===== src/rtl/alu8_operand_sequencer.sv =====
// Operand/opcode loader for the 8-bit 74181/74182 ALU: steps A, B, opcode from switches,
// holds operands for a settle window, then captures result, carry and zero for display.
module alu8_operand_sequencer #(
    parameter int unsigned SETTLE_CYCLES = 2
) (
    input  logic       clk,
    input  logic       rst,
    input  logic [7:0] sw,
    input  logic       btn_load,
    input  logic       btn_clear,
    output logic [7:0] alu_a,
    output logic [7:0] alu_b,
    output logic [3:0] alu_sel,
    output logic       alu_mode,
    output logic       alu_cin,
    input  logic [7:0] alu_result,
    input  logic       alu_cout,
    output logic [7:0] res,
    output logic       res_cout,
    output logic       res_zero,
    output logic       res_valid,
    output logic [2:0] state
);

    localparam int unsigned CNT_W = $clog2(SETTLE_CYCLES + 1);
    localparam logic [CNT_W-1:0] CNT_LAST = CNT_W'(SETTLE_CYCLES - 1);

    localparam logic [2:0] S_A    = 3'd0;
    localparam logic [2:0] S_B    = 3'd1;
    localparam logic [2:0] S_OP   = 3'd2;
    localparam logic [2:0] S_EXEC = 3'd3;
    localparam logic [2:0] S_SHOW = 3'd4;

    logic [2:0]       state_q, state_d;
    logic             btn_load_q;
    logic [7:0]       a_q, a_d;
    logic [7:0]       b_q, b_d;
    logic [3:0]       sel_q, sel_d;
    logic             mode_q, mode_d;
    logic             cin_q, cin_d;
    logic [7:0]       res_q, res_d;
    logic             res_cout_q, res_cout_d;
    logic             res_zero_q, res_zero_d;
    logic             res_valid_q, res_valid_d;
    logic [CNT_W-1:0] cnt_q, cnt_d;
    logic             load_ev;

    assign load_ev = btn_load & ~btn_load_q;

    always_comb begin
        state_d     = state_q;
        a_d         = a_q;
        b_d         = b_q;
        sel_d       = sel_q;
        mode_d      = mode_q;
        cin_d       = cin_q;
        res_d       = res_q;
        res_cout_d  = res_cout_q;
        res_zero_d  = res_zero_q;
        res_valid_d = res_valid_q;
        cnt_d       = cnt_q;

        if (btn_clear) begin
            state_d     = S_A;
            a_d         = '0;
            b_d         = '0;
            sel_d       = '0;
            mode_d      = 1'b0;
            cin_d       = 1'b0;
            res_d       = '0;
            res_cout_d  = 1'b0;
            res_zero_d  = 1'b0;
            res_valid_d = 1'b0;
            cnt_d       = '0;
        end else begin
            case (state_q)
                S_A: if (load_ev) begin
                    a_d     = sw;
                    state_d = S_B;
                end
                S_B: if (load_ev) begin
                    b_d     = sw;
                    state_d = S_OP;
                end
                S_OP: if (load_ev) begin
                    sel_d       = sw[3:0];
                    mode_d      = sw[4];
                    cin_d       = sw[5];
                    res_valid_d = 1'b0;
                    cnt_d       = '0;
                    state_d     = S_EXEC;
                end
                S_EXEC: begin
                    // cnt tops out at SETTLE_CYCLES, which CNT_W always holds
                    cnt_d = cnt_q + CNT_W'(1);
                    if (cnt_q == CNT_LAST) begin
                        res_d       = alu_result;
                        res_cout_d  = alu_cout;
                        res_zero_d  = (alu_result == 8'h00);
                        res_valid_d = 1'b1;
                        state_d     = S_SHOW;
                    end
                end
                S_SHOW: if (load_ev) state_d = S_A;
                default: state_d = S_A;
            endcase
        end
    end

    always_ff @(posedge clk) begin
        if (rst) begin
            state_q     <= S_A;
            btn_load_q  <= 1'b1;
            a_q         <= '0;
            b_q         <= '0;
            sel_q       <= '0;
            mode_q      <= 1'b0;
            cin_q       <= 1'b0;
            res_q       <= '0;
            res_cout_q  <= 1'b0;
            res_zero_q  <= 1'b0;
            res_valid_q <= 1'b0;
            cnt_q       <= '0;
        end else begin
            state_q     <= state_d;
            btn_load_q  <= btn_load;
            a_q         <= a_d;
            b_q         <= b_d;
            sel_q       <= sel_d;
            mode_q      <= mode_d;
            cin_q       <= cin_d;
            res_q       <= res_d;
            res_cout_q  <= res_cout_d;
            res_zero_q  <= res_zero_d;
            res_valid_q <= res_valid_d;
            cnt_q       <= cnt_d;
        end
    end

    assign alu_a     = a_q;
    assign alu_b     = b_q;
    assign alu_sel   = sel_q;
    assign alu_mode  = mode_q;
    assign alu_cin   = cin_q;
    assign res       = res_q;
    assign res_cout  = res_cout_q;
    assign res_zero  = res_zero_q;
    assign res_valid = res_valid_q;
    assign state     = state_q;

endmodule

===== config.mk =====
export PLATFORM = sky130hd
export DESIGN_NAME = alu8_operand_sequencer
export DESIGN_NICKNAME = d
export VERILOG_FILES = /design/src/rtl/alu8_operand_sequencer.sv
export SDC_FILE = /design/constraint.sdc
export NUM_CORES = 1
export LEC_CHECK = 0
export CAP_MARGIN = 20
export CORE_MARGIN = 2
export CORE_UTILIZATION = 45
export CTS_BUF_LIST = sky130_fd_sc_hd__clkbuf_2
export DETAILED_ROUTE_END_ITERATION = 12
export PLACE_DENSITY_LB_ADDON = 0.1
export SLEW_MARGIN = 0
export SYNTH_ARGS = -nofsm -noshare
export SYNTH_HDL_FRONTEND = slang
export SYNTH_SLANG_ARGS = --single-unit

===== constraint.sdc =====
create_clock -name clk -period 1.9 [get_ports clk]
set_clock_uncertainty 0.15 [all_clocks]
set_input_delay 0.19 -clock clk [delete_from_list [all_inputs] [get_ports clk]]
set_output_delay 0.19 -clock clk [all_outputs]
set_load 0.05 [all_outputs]

; Word-level counts from Yosys, hierarchy flattened
; Cells that the tools add are included.
[classes]
n_addsub = 1
n_eq_ne = 10
mux = 11
bitwise_logic = 2
n_reduce_logical = 11
[ops]
columns = cell, n
row1 = 3-bit 2-to-1 mux, 5
row2 = 3-bit case mux with 5 select lines, 1
row3 = 2-bit != test (second input constant), 5
row4 = 2-bit AND reduction, 5
row5 = 8-bit logical NOT, 1
row6 = 3-bit by 2-bit == test with 1-bit output (second input constant), 2
row7 = 5-bit AND reduction, 1
row8 = 2-bit case mux with 2 select lines, 1
row9 = 3-bit by 1-bit == test with 1-bit output (second input constant), 1
row10 = 3-bit == test (second input constant), 1
row11 = 3-bit logical NOT, 1
row12 = 3-bit AND reduction, 1
row13 = 2-bit by 1-bit adder with 2-bit output (second input constant), 1
row14 = 2-bit by 1-bit == test with 1-bit output (second input constant), 1
row15 = 1-bit 2-to-1 mux, 2
row16 = 2-bit 2-to-1 mux, 1
row17 = 1-bit case mux with 2 select lines, 1
row18 = 2-bit nonzero test, 1
row19 = 2-bit OR reduction, 1
row20 = 1-bit bitwise AND, 1
row21 = 1-bit inverter, 1
[word_totals]
regBits = 39
input_bits = 21
output_inout_bits = 36

; Longest topological paths before layout
[depth]
word_depth = 4
ltp_mapped = 6
depth_no_buf = 5

; Worst setup path after synthesis
; OpenSTA, ideal clock, no wires.
[synth_timing]
path_type = register -> register
from = reg state_q[0] (netlist: state[0])
to = reg b_q[0] (netlist: alu_b[0])
setup_ns = 0.125
arrival_time_ns = 1.367
required_ns = 1.625
setup_slack_ns = 0.258
path_stages_with_launch = 5
n_path_buf = 1
period_less_slack_ns = 1.642
cell_sequence = dfxtp_1 -> buf_2 -> nor2b_1 -> nand2_2 -> mux2i_1
[synth_via]
elab_chain_len = 2
[synth_rtl]
columns = item, line_no
row1 = "start, declared", 34  ; logic [2:0] state_q, state_d;
row2 = "start signal, assigned", 125  ; state_q <= state_d;
row3 = 3-bit by 1-bit == test with 1-bit output, 76  ; case (state_q)
row4 = 2-bit AND reduction (no source line), --
row5 = "end signal, assigned", 115  ; b_q <= '0;
row6 = "end signal, assigned", 128  ; b_q <= b_d;
row7 = "end, declared", 37  ; logic [7:0] b_q, b_d;
; No other way between the ends.
; A chain may end at the register's enable or synchronous reset.

; Worst setup path in the final report
[layout_timing]
from = reg a_q[4] (netlist: alu_a[4])
to = out alu_a[4]
[layout_rtl]
columns = item, line_no
row1 = "start, declared", 36  ; logic [7:0] a_q, a_d;
row2 = "start signal, assigned", 114  ; a_q <= '0;
row3 = "start signal, assigned", 127  ; a_q <= a_d;
row4 = "end, declared", 11  ; output logic [7:0] alu_a,
; No word-level cell between the ends.

==> impl_metrics.ini <==
[floorplan]
die_area_um2 = 3920
die_w_um = 62.6
coreArea_um2 = 3310
row_count = 21
die_h_um = 62.6
pin_count = 57
initial_core_util = 0.466

[detailed_routing]
wl_per_cell_um = 12.6
vias = 1333
drt_first_pass_iters = 6
ant_nets = 0
drt_iter0_drc = 51
routed_wl_um = 3390
drc = 0
avgViaCountPerCell = 4.96

[layout]
fillerInstances = 300
drive_gt1_frac = 0.0897
area_growth_pct = 38.9
nets = 244
instances_no_fill = 269
num_antenna_cells = 0

[clock_tree]
cts-root-buf = clkbuf_2
clockBufferDepth = 2
insertion_delay_ns = 0.40
cts.sink_count = 39
postCtsSetupBuffers = 0
cts_buffers = 5
cts_tree = yes
htreeDepth = 2
clk_pin_slew_ns = 0.20

[power_and_ir_drop]
powerDensity_nw_per_um2 = 668
peakVddDrop_mv = 0.532
p_leak_nw = 0.998

[logic_synthesis]
synth-async-reset-ratio = 0
synth_cell_types = 31
ys_seq_area_frac = 0.506
yosys_most_used_dff = dfxtp_1
yosysMostFrequentCell = nand2_1
synth_top_area_frac = 0.506
syn_area_um2 = 1540
synth_edf_count = 0
synthTopCellsByArea = dfxtp_1 (51%), mux2i_1 (14%), nand2_1 (13%)
yosysWarnings = 0
synthTopCellsByCount = nand2_1 (52), dfxtp_1 (39), mux2i_1 (22), a21oi_1 (11), buf_2 (6)
synth_top_area_cell = dfxtp_1
syn_nets = 190
syn_area_per_cell_um2 = 9.19
synthesis.instances = 168
ys_ff_latch = 39

[setup_path]
critPathKind = reg -> out
startpoint_type = flip-flop
critPathTopFamily = buffers and inverters
crit_chain = dlygate4sd2_1
cp.arrival_ns = 1.33
cp_slowest_cell = dlygate4sd2_1
crit_path_max_incr_delay_ns = 0.55
worst-path-buf-inv = 1
endpoint_kind = primary output
cp_max_fo = 2
cp.required_ns = 1.56

[global_route]
antenna_found_initial = 0
grtUsageTotal = 0.187
grt_max_degree = 34
grt_pass1_vias = 1330
overflow = 0
grt_pass1_wl_um = 5790

[sta]
rsz0062_at_grt = no
fin_crit_ns = 1.67
worst_pin_slew_ns = 0.511
slew_headroom = 0.661
finalSetupViolations = 0
finalHoldViolCount = 0
fin_crit_sh = 0.877
finalSetupTns_ns = 0
maxSlewViolCount = 0
fmax_ghz = 0.600
setup_ws_ns = 0.235

[placement]
dp_hpwl_um = 2490
dp.cells = 261
port-buffer-count = 56
pre_cts_ws_ns = 0.107
place_congestion = 0.778

[flow_run]
cap_violations = 0

[min_path]
hold_path_class = in -> reg

[run_status]
status = finished clean
==> cells by family after synthesis <==
kind of cell | after synthesis | synth area share
adder cells (fa/ha/maj) | 1 | 0.00810
buffers and inverters | 13 | 0.0486
multiplexers | 22 | 0.143
flip-flops | 39 | 0.506
AND/OR/NAND/NOR | 76 | 0.232
AO/OA/AOI/OAI | 17 | 0.0632
==> through the flow <==
stage,hold slack (ns),power (mW),instance area [µm²],util
global route,0.127,1.50,2140,0.648
global placement,0.292,0.951,2120,0.639
detailed placement,0.302,0.953,2120,0.639
floorplan,0.144,0.892,1540,-
CTS,0.146,1.45,2140,0.648
finish,0.167,1.43,2140,0.648
==> final cells by class <==
class	instances	area [µm²]	share of cell area
Inverter	2	7.51	0.00350
Clock buffer	5	25.0	0.0117
Multi-Input combinational cell	116	691	0.322
Timing Repair Buffer	58	539	0.251
Tap cell	46	57.6	0.0268
Sequential cell	39	781	0.364
Clock inverter	3	43.8	0.0204
==> worst paths after layout <==
path	from	to	slack [ns]	cells after the start
worst max-delay path	alu_a[4]	alu_a[4]	0.23	1
worst min-delay path	alu_cout	res_cout	0.17	3
worst max register to register	cnt_q[0]	res[6]	0.37	4
worst min register to register	res[1]	res[1]	0.32	2
==> flip-flops by register name, indices dropped and copies added (netlist names) <==
signal,cells
alu_cin,1
res_cout,1
alu_a,8
state,3
res_zero,1
alu_sel,4
alu_mode,1
cnt_q,2
res_valid,1
alu_b,8
btn_load_q,1
res,8
==> power by group <==
group	internal [mW]	switching [mW]
combinational	0.0573	0.0502
sequential	0.824	0.00372
clock	0.223	0.275
total	1.10	0.329
==> timing repair <==
| action | CTS | global route |
|---|---|---|
| setup endpoints to repair | 33 | 0 |
| endpoints found under the hold margin | 0 | 0 |
| resized for setup | 33 | 0 |
| hold buffers | 0 | 0 |
==> cells in the final DEF, fill, tap and decap left out <==
| cell | Yosys | final |
|---|---|---|
| and2_2 | 1 | 1 |
| nand4b_1 | 1 | 1 |
| or2_0 | 1 | 1 |
| dfxtp_1 | 39 | 39 |
| nand2b_1 | 1 | 1 |
| o21ai_0 | 2 | 2 |
| nand2_1 | 52 | 52 |
| and4b_2 | 1 | 1 |
| a32oi_1 | 1 | 1 |
| or3_1 | 1 | 1 |
| a21oi_1 | 11 | 11 |
| buf_4 | 1 | 4 |
| dlygate4sd2_1 | 0 | 33 |
| a211oi_1 | 1 | 1 |
| nor4_1 | 2 | 2 |
| clkinv_2 | 0 | 1 |
| and3b_1 | 1 | 1 |
| nand3b_1 | 2 | 2 |
| buf_12 | 0 | 1 |
| bufinv_16 | 0 | 1 |
| o32ai_1 | 1 | 1 |
| nor3b_4 | 1 | 1 |
| inv_1 | 2 | 2 |
| nand3_1 | 4 | 4 |
| o211ai_1 | 1 | 1 |
| nor2b_1 | 1 | 1 |
| mux2i_1 | 22 | 22 |
| clkinv_4 | 0 | 1 |
| nor3_1 | 1 | 1 |
| ha_1 | 1 | 1 |
| clkdlybuf4s50_1 | 0 | 20 |
| nor2_1 | 3 | 2 |
| clkbuf_2 | 0 | 5 |
| or2_2 | 2 | 2 |
| nand2_2 | 1 | 1 |
| nor2_2 | 0 | 1 |
==> layer usage <==
layer / track usage / vias to the layer above / part of all wire
met1: 0.196 / 624 / 0.43
li1: - / 670 / -
met2: 0.329 / 37 / 0.49
met3: 0.0793 / 2 / 0.073
met5: 0 / - / 0
met4: 0.0722 / 0 / 0.0056
Power figures use the tool's default switching activity.
